<file path="src/rtl/pixel_word_packer.sv">
// Packs PIX_PER_WORD pixels from the D5M capture path into one frame-FIFO word.
// Frame-aware capture with single-shot / continuous modes, word limit and overflow flag.
module pixel_word_packer #(
   parameter int PIX_W        = 12,
   parameter int PIX_PER_WORD = 3,
   parameter int CNT_W        = 20
) (
   input  logic                          D5M_PIXLCLK,
   input  logic                          RST_N,
   input  logic                          iFVAL,
   input  logic [PIX_W-1:0]              iDATA,
   input  logic                          iDATA_VAL,
   input  logic                          iARM,
   input  logic                          iABORT,
   input  logic                          iMODE,
   input  logic [CNT_W-1:0]              iWORD_LIMIT,
   input  logic                          iFIFO_FULL,
   output logic [PIX_W*PIX_PER_WORD-1:0] oWORD,
   output logic                          oWRREQ,
   output logic [CNT_W-1:0]              oWORD_COUNT,
   output logic [7:0]                    oFRAME_COUNT,
   output logic                          oBUSY,
   output logic                          oDONE,
   output logic                          oOVERFLOW
);

   localparam int WORD_W = PIX_W * PIX_PER_WORD;
   localparam int IDX_W  = (PIX_PER_WORD > 1) ? $clog2(PIX_PER_WORD) : 1;
   localparam logic [IDX_W-1:0] LAST_IDX = IDX_W'(PIX_PER_WORD - 1);
   localparam logic [CNT_W-1:0] CNT_MAX  = {CNT_W{1'b1}};
   localparam logic [CNT_W-1:0] CNT_ZERO = {CNT_W{1'b0}};

   typedef enum logic [2:0] {
      S_IDLE     = 3'd0,
      S_WAIT_SOF = 3'd1,
      S_CAPTURE  = 3'd2,
      S_WAIT_EOF = 3'd3,
      S_DONE     = 3'd4
   } state_t;

   state_t             r_state;
   state_t             w_next;
   logic               r_fval;
   logic [IDX_W-1:0]   r_idx;
   logic [PIX_W-1:0]   r_pix [PIX_PER_WORD];
   logic [WORD_W-1:0]  r_word;
   logic               r_wrreq;
   logic [CNT_W-1:0]   r_word_count;
   logic [7:0]         r_frame_count;
   logic               r_busy;
   logic               r_done;
   logic               r_overflow;

   logic               w_sof;
   logic               w_eof;
   logic               w_pix;
   logic               w_take;
   logic               w_clr_cnt;
   logic               w_frame_inc;
   logic               w_ovf_clr;
   logic               w_limit_hit;
   logic               w_last;
   logic               w_write;
   logic [IDX_W-1:0]   w_base_idx;
   logic [WORD_W-1:0]  w_word;
   logic [CNT_W-1:0]   w_cnt_base;

   assign w_sof       = iFVAL & ~r_fval;
   assign w_eof       = ~iFVAL & r_fval;
   assign w_pix       = iFVAL & iDATA_VAL;
   assign w_limit_hit = (iWORD_LIMIT != CNT_ZERO) && (r_word_count == iWORD_LIMIT);
   assign w_last      = w_take & (w_base_idx == LAST_IDX);
   assign w_write     = w_last & ~iFIFO_FULL;
   assign w_cnt_base  = w_clr_cnt ? CNT_ZERO : r_word_count;

   assign oWORD        = r_word;
   assign oWRREQ       = r_wrreq;
   assign oWORD_COUNT  = r_word_count;
   assign oFRAME_COUNT = r_frame_count;
   assign oBUSY        = r_busy;
   assign oDONE        = r_done;
   assign oOVERFLOW    = r_overflow;

   // State register
   always_ff @(posedge D5M_PIXLCLK or negedge RST_N) begin
      if (!RST_N) begin
         r_state <= S_IDLE;
      end else begin
         r_state <= w_next;
      end
   end

   // Next-state and per-cycle datapath controls; abort overrides everything
   always_comb begin
      w_next      = r_state;
      w_take      = 1'b0;
      w_clr_cnt   = 1'b0;
      w_frame_inc = 1'b0;
      w_ovf_clr   = 1'b0;
      w_base_idx  = r_idx;
      if (iABORT) begin
         w_next = S_IDLE;
      end else begin
         case (r_state)
            S_IDLE: begin
               if (iARM) begin
                  w_next = S_WAIT_SOF;
               end else begin
                  w_next = S_IDLE;
               end
            end
            S_WAIT_SOF: begin
               if (w_sof) begin
                  w_next     = S_CAPTURE;
                  w_clr_cnt  = 1'b1;
                  w_base_idx = {IDX_W{1'b0}};
                  w_take     = w_pix;
               end else begin
                  w_next = S_WAIT_SOF;
               end
            end
            S_CAPTURE: begin
               // EOF wins over a limit hit so the frame still gets counted
               if (w_eof) begin
                  w_frame_inc = 1'b1;
                  w_next      = iMODE ? S_WAIT_SOF : S_DONE;
               end else if (w_limit_hit) begin
                  w_next = iMODE ? S_WAIT_EOF : S_DONE;
               end else begin
                  w_take = w_pix;
               end
            end
            S_WAIT_EOF: begin
               if (w_eof) begin
                  w_frame_inc = 1'b1;
                  w_next      = S_WAIT_SOF;
               end else begin
                  w_next = S_WAIT_EOF;
               end
            end
            S_DONE: begin
               if (iARM) begin
                  w_next    = S_WAIT_SOF;
                  w_ovf_clr = 1'b1;
               end else begin
                  w_next = S_DONE;
               end
            end
            default: begin
               w_next = S_IDLE;
            end
         endcase
      end
   end

   // Assemble the completed word: stored pixels plus the one arriving now
   always_comb begin
      w_word = {WORD_W{1'b0}};
      for (int i = 0; i < PIX_PER_WORD; i++) begin
         if (i == PIX_PER_WORD - 1) begin
            w_word[i*PIX_W +: PIX_W] = iDATA;
         end else begin
            w_word[i*PIX_W +: PIX_W] = r_pix[i];
         end
      end
   end

   // Pixel slot storage and slot index
   always_ff @(posedge D5M_PIXLCLK or negedge RST_N) begin
      if (!RST_N) begin
         r_idx <= {IDX_W{1'b0}};
         for (int i = 0; i < PIX_PER_WORD; i++) begin
            r_pix[i] <= {PIX_W{1'b0}};
         end
      end else begin
         if (w_take) begin
            r_pix[w_base_idx] <= iDATA;
            r_idx <= (w_base_idx == LAST_IDX) ? {IDX_W{1'b0}} : (w_base_idx + IDX_W'(1));
         end else if (w_next != S_CAPTURE) begin
            r_idx <= {IDX_W{1'b0}};
         end else begin
            r_idx <= r_idx;
         end
      end
   end

   // Output word, strobe, counters and status flags
   always_ff @(posedge D5M_PIXLCLK or negedge RST_N) begin
      if (!RST_N) begin
         r_fval        <= 1'b0;
         r_word        <= {WORD_W{1'b0}};
         r_wrreq       <= 1'b0;
         r_word_count  <= CNT_ZERO;
         r_frame_count <= 8'd0;
         r_busy        <= 1'b0;
         r_done        <= 1'b0;
         r_overflow    <= 1'b0;
      end else begin
         r_fval  <= iFVAL;
         r_wrreq <= w_write;
         if (w_write) begin
            r_word <= w_word;
         end else begin
            r_word <= r_word;
         end
         if (w_write && (w_cnt_base != CNT_MAX)) begin
            r_word_count <= w_cnt_base + CNT_W'(1);
         end else begin
            r_word_count <= w_cnt_base;
         end
         if (w_frame_inc) begin
            r_frame_count <= r_frame_count + 8'd1;
         end else begin
            r_frame_count <= r_frame_count;
         end
         // A full FIFO on a word's last pixel drops the word and latches overflow
         if (w_last && iFIFO_FULL) begin
            r_overflow <= 1'b1;
         end else if (w_ovf_clr) begin
            r_overflow <= 1'b0;
         end else begin
            r_overflow <= r_overflow;
         end
         r_busy <= (w_next == S_WAIT_SOF) || (w_next == S_CAPTURE) || (w_next == S_WAIT_EOF);
         r_done <= (w_next == S_DONE);
      end
   end

endmodule
</file>
<file path="config.mk">
export PLATFORM = sky130hd
export DESIGN_NAME = pixel_word_packer
export DESIGN_NICKNAME = d
export VERILOG_FILES = /design/src/rtl/pixel_word_packer.sv
export SDC_FILE = /design/constraint.sdc
export NUM_CORES = 1
export LEC_CHECK = 0
export ABC_AREA = 1
export BUFFER_PORTS_ARGS = -buffer_cell sky130_fd_sc_hd__buf_2
export CAP_MARGIN = 20
export CORE_UTILIZATION = 40
export DETAILED_ROUTE_END_ITERATION = 16
export GPL_TIMING_DRIVEN = 0
export PLACE_DENSITY = 0.65
export SETUP_SLACK_MARGIN = 0.05
export SLEW_MARGIN = 15
export SYNTH_ARGS = -nofsm -noshare
export SYNTH_HDL_FRONTEND = slang
export SYNTH_SLANG_ARGS = --single-unit
</file>
<file path="constraint.sdc">
create_clock -name D5M_PIXLCLK -period 5.5 [get_ports D5M_PIXLCLK]
set_clock_uncertainty 0.15 [all_clocks]
set_input_delay 0 -clock D5M_PIXLCLK [delete_from_list [all_inputs] [get_ports D5M_PIXLCLK]]
set_output_delay 0 -clock D5M_PIXLCLK [all_outputs]
set_load 0.005 [all_outputs]
</file>
==> impl_metrics.ini, run 1 <==
[sta]
hold_violations = 0
setup_violations = 0
setup_slack_ns = 2.25
slew_headroom_pct = 67.7
rsz0062_at_grt = false
worst_slew_pin_slew_ns = 0.484
fin_crit_ns = 3.25
period_share_pct = 59.1
fmax_mhz = 308
drv_slew = 0
timing.setup.tns_ns = 0

[synthesis]
ys_ff_latch = 98
synth_top_area_share_pct = 46.5
synth_area_leaders = dfrtp_1, nand2_1, nand3_1, inv_1, nor2_1
yosysUniqueCellTypes = 33
avgSynthCellArea_um2 = 7.98
synthCells = 661
synthesis.area_mm2 = 0.00528
yosysSeqAreaShare_pct = 46.5
yosys.area.top_type = dfrtp_1
yosysWarnings = 0
syn_nets = 703

[clock_tree]
path_clk_slew_ns = 0.07
tritoncts = built
ctsHoldBuffers = 20
cts_buffers = 9
cts_setup_buffers = 0
clock-sinks = 98
htreeDepth = 3
cts.repair.resized = 0
worstSkewPairLatency_ns = 0.35
root_buffer = clkbuf_16
clockBufferDepth = 2

[setup_path]
ff2ff_path_depth = 20
cp_num_buf_inv = 7
path_cells = inv_2 -> nand3_2 -> nor2_2 -> nand2_4 -> buf_6 -> buf_2 -> buf_4 -> nand2_1 -> inv_1 -> ha_1 -> nand2_1 -> inv_1 -> nand3_1 -> nor2_4 -> nand3_1 -> nor2_1 -> nand3_2 -> buf_2 -> nand3_1 -> nand2_1
regToRegStartpoint = r_state[2]$_DFF_PN0_
critPathSlowestCell = dfrtp_1
critical_path.top_delay_family = simple AND/OR/NAND/NOR gates
crit_path_start_kind = register
startpoint = r_state[2]$_DFF_PN0_
crit_path_max_incr_delay_ns = 0.46
r2r_setup_slack_ns = 2.25
crit_arrival_ns = 3.33
required_ns = 5.58
r2r_end = oWORD_COUNT[2]$_DFF_PN0_
critPathKind = reg -> reg
cp-end-kind = register
cp_max_fo = 10

[placement]
pre_cts_slack_ns = 2.29
hpwlAfterDp_um = 10400
gp_congestion = 0.902
numPortBuffers = 107
place_area_mm2 = 0.00606

[floorplan]
num_io_pins = 108
num_rows = 41
core_area_mm2 = 0.0127
dieArea_mm2 = 0.0137
die_w_um = 117
die_y_um = 117
start_util_pct = 41.5

[global_routing]
gr-total-overflow = 0
grt_usage_pct = 21.6
antenna_found_initial = 0
grt_max_degree = 51
grt_pass1_vias = 4794
grt_pass1_wl_um = 22700

[pwr]
peakVddDrop_mv = 0.197
powerDensity_mw_per_mm2 = 233
p_leak_nw = 3.48

[cells_and_area]
finalCoreUtilization_pct = 51.8
design_area_mm2 = 0.00658
mostFrequentLayoutCell = nand2_1
antenna_cells = 0
final_cell_mix = nand2_1, buf_2, dfrtp_1, inv_1, nor2_1
drive_above_1_share_pct = 23.4
fin_nets = 842
synthToLayoutAreaGrowth_pct = 24.8

[flow_run]
maxCapViolCount = 0

[status]
status = finished, final reports clean

[drt]
drc = 0
routed_wl_um = 13800
ant_nets = 0
first_iter_violations = 300
wl_per_cell_um = 14.2
routed_via_density = 4.82
dr_total_vias = 4714
dr.pass1.iters = 7

[hold_path]
hold_class = in -> async
registers in the layout, summed over array words and instances, names as in the netlist:
name	flops
r_fval	1
r_state	3
oWORD_COUNT	20
oDONE	1
r_pix	24
oFRAME_COUNT	8
oWORD	36
r_idx	2
oOVERFLOW	1
oBUSY	1
oWRREQ	1
power breakdown:
group / total, W / switching (W) / internal [W]
logic: 0.000112 / 0.0000637 / 0.0000478
registers: 0.000748 / 0.0000123 / 0.000736
clock network: 0.000675 / 0.000307 / 0.000367
area by class of cell:
type,instances,area [µm²]
Tap cell,172,215
Inverter,61,229
Timing Repair Buffer,128,769
Fill cell,1251,6140
Sequential cell,98,2450
Clock inverter,7,96.3
Buffer,23,191
Clock buffer,9,225
Multi-Input combinational cell,479,2400
cell families (layout without fill, tap and decap cells):
group / count (synthesis) / after routing / synth area share, %
buffers and inverters: 84 / 228 / 7.97
AND/OR/NAND/NOR: 379 / 379 / 32.1
flip-flops: 98 / 98 / 46.5
AO/OA/AOI/OAI: 67 / 67 / 7.82
XOR/XNOR: 30 / 30 / 4.98
multiplexers: 1 / 1 / 0.213
adder cells (fa/ha/maj): 2 / 2 / 0.474
routing by layer:
metal / vias up / GRT usage [%] / part of all wire (%)
li1: 2349 / - / -
met1: 2219 / 27.1 / 44
met2: 126 / 38.1 / 49
met3: 20 / 3.30 / 5.1
met4: 0 / 7.17 / 1.9
met5: - / 0 / 0
Yosys cell counts (all sizes together):
cell,instances
nand4,7
clkinv,1
nor2,62
mux2,1
or2,2
a21oi,4
ha,2
buf,23
xor2,10
xnor2,20
nor3,2
inv,60
nand3,58
o21ai,40
a21boi,1
dfrtp,98
a31oi,2
nand2,248
o21bai,20
how the worst max path moves through the flow:
stage / end / slack (ns) / cells past startpoint
2_1_floorplan: oWORD_COUNT[0]$_DFF_PN0_ / 2.80 / 20
3_3_place_gp: oWORD_COUNT[13]$_DFF_PN0_ / 2.36 / 20
3_5_place_dp: oWORD_COUNT[9]$_DFF_PN0_ / 2.29 / 20
4_1_cts: oWORD_COUNT[2]$_DFF_PN0_ / 2.28 / 20
5_1_grt: oWORD_COUNT[2]$_DFF_PN0_ / 1.97 / 20
6_report: oWORD_COUNT[2]$_DFF_PN0_ / 2.25 / 20
stage by stage:
stage,hold slack (ns),power (W),instances
final,0.0120,0.00153,977
after global routing,0.0330,0.00159,977
after CTS,0.0135,0.00155,977
after detailed placement,-0.168,0.000863,941
after global placement,0.00478,0.000856,940
after floorplan,-0.446,0.000808,661
worst reg2reg max path, delay by kind of cell, from the launching register on:
kind | cells | cell delay (ns)
DFF | 1 | 0.46
buffers and inverters | 7 | 1.07
and+or+nand+nor | 12 | 1.25
adders and majority gates | 1 | 0.21
Note: power is estimated with default switching activity, not from simulation.
==> run 2, diff against run 1 <==
Settings changed: ABC_AREA 1 to 0, PLACE_DENSITY 0.65 to 0.69.
Clock period 5.5 ns to 2.95 ns, I/O delays scaled along.
==> impl_metrics.ini, run 2 <==
[status]
status = finished, final reports clean

[synthesis]
ys_ff_latch = 98
synthesis.area_mm2 = 0.00448
yosysUniqueCellTypes = 48
yosys.area_share.adder_pct = 0.781
synthCells = 367
avgSynthCellArea_um2 = 12.2
synth_top_area_share_pct = 54.7
synth-main-ff-cell = dfrtp_1
synth-xor-area-share_pct = 7.42
synthMuxAreaShare_pct = 16.0
yosys.area.top_type = dfrtp_1
yosysWarnings = 0
synth_top_family_by_area = multiplexers
yosysMostFrequentCell = dfrtp_1
synth_simple_gate_area_share_pct = 14.8
synth_area_leaders = dfrtp_1, mux2_2, xor2_1, nand2_1, nor4_1
yosysSeqAreaShare_pct = 54.7
syn_nets = 409
synth-edff-count = 0
async_reset_ff_share_pct = 100
synth_commonest_cells = dfrtp_1, mux2_2, nand2_1, xor2_1, nor2_1
synth_compound_area_share_pct = 3.91

[global_routing]
grt_max_degree = 55
antenna_found_initial = 0
gr-total-overflow = 0
grt_pass1_vias = 3502
grt_pass1_wl_um = 16800
grt_usage_pct = 19.0

[placement]
hpwlAfterDp_um = 7380
gp_congestion = 0.777
dpl.cell_count = 615
numPortBuffers = 107

[sta]
hold_violations = 0
setup_violations = 0
timing.setup.tns_ns = 0
drv_slew = 0
slew_headroom_pct = 60.0
fin_crit_ns = 2.79
rsz0062_at_grt = true
fmax_mhz = 358
worst_slew_pin_slew_ns = 0.600
period_share_pct = 94.6

[floorplan]
num_io_pins = 108
dieArea_mm2 = 0.0116
core_area_mm2 = 0.0109
die_y_um = 108
num_rows = 38
die_w_um = 108
start_util_pct = 41.2

[setup_path]
critical_path.top_delay_family = simple AND/OR/NAND/NOR gates
required_ns = 3.04
cp_num_buf_inv = 1
cp_max_fo = 10
critPathKind = reg -> reg
crit_arrival_ns = 2.88
path_cells = xor2_1 -> nor4_2 -> nand3_1 -> or4_4 -> nand2b_2 -> nor2_1 -> buf_4 -> mux2_1
crit_path_max_incr_delay_ns = 0.56
critPathSlowestCell = or4_4
crit_path_start_kind = register
cp-end-kind = register

[drt]
wl_per_cell_um = 15.7
dr.pass1.iters = 4
routed_via_density = 5.12
drc = 0
first_iter_violations = 97
dr_total_vias = 3332
ant_nets = 0
routed_wl_um = 10200

[pwr]
p_switching_w = 0.000599
powerDensity_mw_per_mm2 = 459
peakVddDrop_mv = 0.291
combPwrFrac_pct = 8.6
p_leak_nw = 2.99
power.share.sequential_pct = 55.3
p_int_w = 0.00201
clock_power_share_pct = 36.1
p_sw_share_pct = 22.9

[cells_and_area]
largest_register_ffs = 36
antenna_cells = 0
final_cells = 651
final_cell_mix = buf_2, dfrtp_1, mux2_2, xor2_1, nand2_1
fin_nets = 549
drive_above_1_share_pct = 41.1
synthToLayoutAreaGrowth_pct = 27.0
nFillCells = 923
mostFrequentLayoutCell = buf_2

[clock_tree]
path_clk_slew_ns = 0.09
clockBufferDepth = 2
tritoncts = built
htreeDepth = 3
cts_buffers = 9
cts_setup_buffers = 0
root_buffer = clkbuf_8
clock-sinks = 98
worstSkewPairLatency_ns = 0.36

[hold_path]
hold_class = in -> async

[flow_run]
maxCapViolCount = 0
## run 2: cell count changes in the layout (fill, tap and decap cells not counted), moves of 12 or more
cell / delta
o21ai_0: -12
nor4_1: +13
nand2_1: -214
xor2_1: +18
o21bai_1: -20
nand3_1: -36
nor2_1: -32
inv_1: -49
o21ai_1: -21
mux2_2: +58
## run 2: layout make-up
class / count / area (µm²) / share of cell area (%)
Sequential cell: 98 / 2450 / 43.1
Multi-Input combinational cell: 248 / 1950 / 34.3
Timing Repair Buffer: 129 / 776 / 13.6
Tap cell: 140 / 175 / 3.07
Clock buffer: 10 / 138 / 2.42
Buffer: 12 / 90.1 / 1.58
Clock inverter: 5 / 78.8 / 1.38
Inverter: 9 / 33.8 / 0.593
## run 2: logic make-up after synthesis
kind of cell               Yosys count
muxes                               64
adders and majority gates            3
and+or+nand+nor                    118
DFF                                 98
xor gates and xnor gates            38
AOI/OAI and AO/OA                   25
buffers and inverters               21
## run 2: path summary, 6_finish.rpt
kind	start	endpoint	slack [ns]	cells past startpoint
setup reg to reg	oWORD_COUNT[15]$_DFF_PN0_	r_pix[27]$_DFFE_PN0P_	0.16	8
min in group D5M_PIXLCLK	iDATA_VAL	oWORD_COUNT[4]$_DFF_PN0_	0.16	6
setup / recovery	oWORD_COUNT[15]$_DFF_PN0_	r_pix[27]$_DFFE_PN0P_	0.16	8
hold reg to reg	oFRAME_COUNT[7]$_DFFE_PN0P_	oFRAME_COUNT[7]$_DFFE_PN0P_	0.32	1
max in group asynchronous	RST_N	oWORD_COUNT[15]$_DFF_PN0_	1.95	3
hold / removal	RST_N	r_state[2]$_DFF_PN0_	0.03	2
## run 2: routing by layer
layer | global-route usage [%] | share of wire, %
met1 | 23.8 | 45
met3 | 2.91 | 5.1
met2 | 32.2 | 48
met5 | 0 | 0
met4 | 8.41 | 1.9
## run 2: stage by stage
step / total power, W / worst slack, ns / hold slack [ns] / utilization, % / area (µm²)
after floorplan: 0.00156 / 0.482 / -0.446 / - / 4480
after global placement: 0.00166 / 0.0857 / 0.0416 / 47.7 / 5190
after detailed placement: 0.00168 / 0.00925 / -0.109 / 48.0 / 5230
after CTS: 0.00264 / 0.0555 / 0.0330 / 52.0 / 5660
after global routing: 0.00272 / 0.0375 / 0.0876 / 52.3 / 5700
final: 0.00261 / 0.160 / 0.0295 / 52.3 / 5700
## run 2: repair_timing
| item | CTS | global route |
|---|---|---|
| endpoints found under the setup margin | 47 | 58 |
| resized for setup | 2 | 15 |
| hold endpoints to repair | 142 | 0 |
| pin swaps | 0 | 2 |
| hold buffers | 21 | 0 |
## run 2: power groups by stage
stage	Clock, W	Sequential (W)	Combinational [W]
3_5_place_dp	0	0.00147	0.000204
4_1_cts	0.000969	0.00145	0.000227
3_3_place_gp	0	0.00147	0.000190
6_report	0.000943	0.00144	0.000225
2_1_floorplan	0	0.00146	0.0000996
5_1_grt	0.00102	0.00145	0.000251
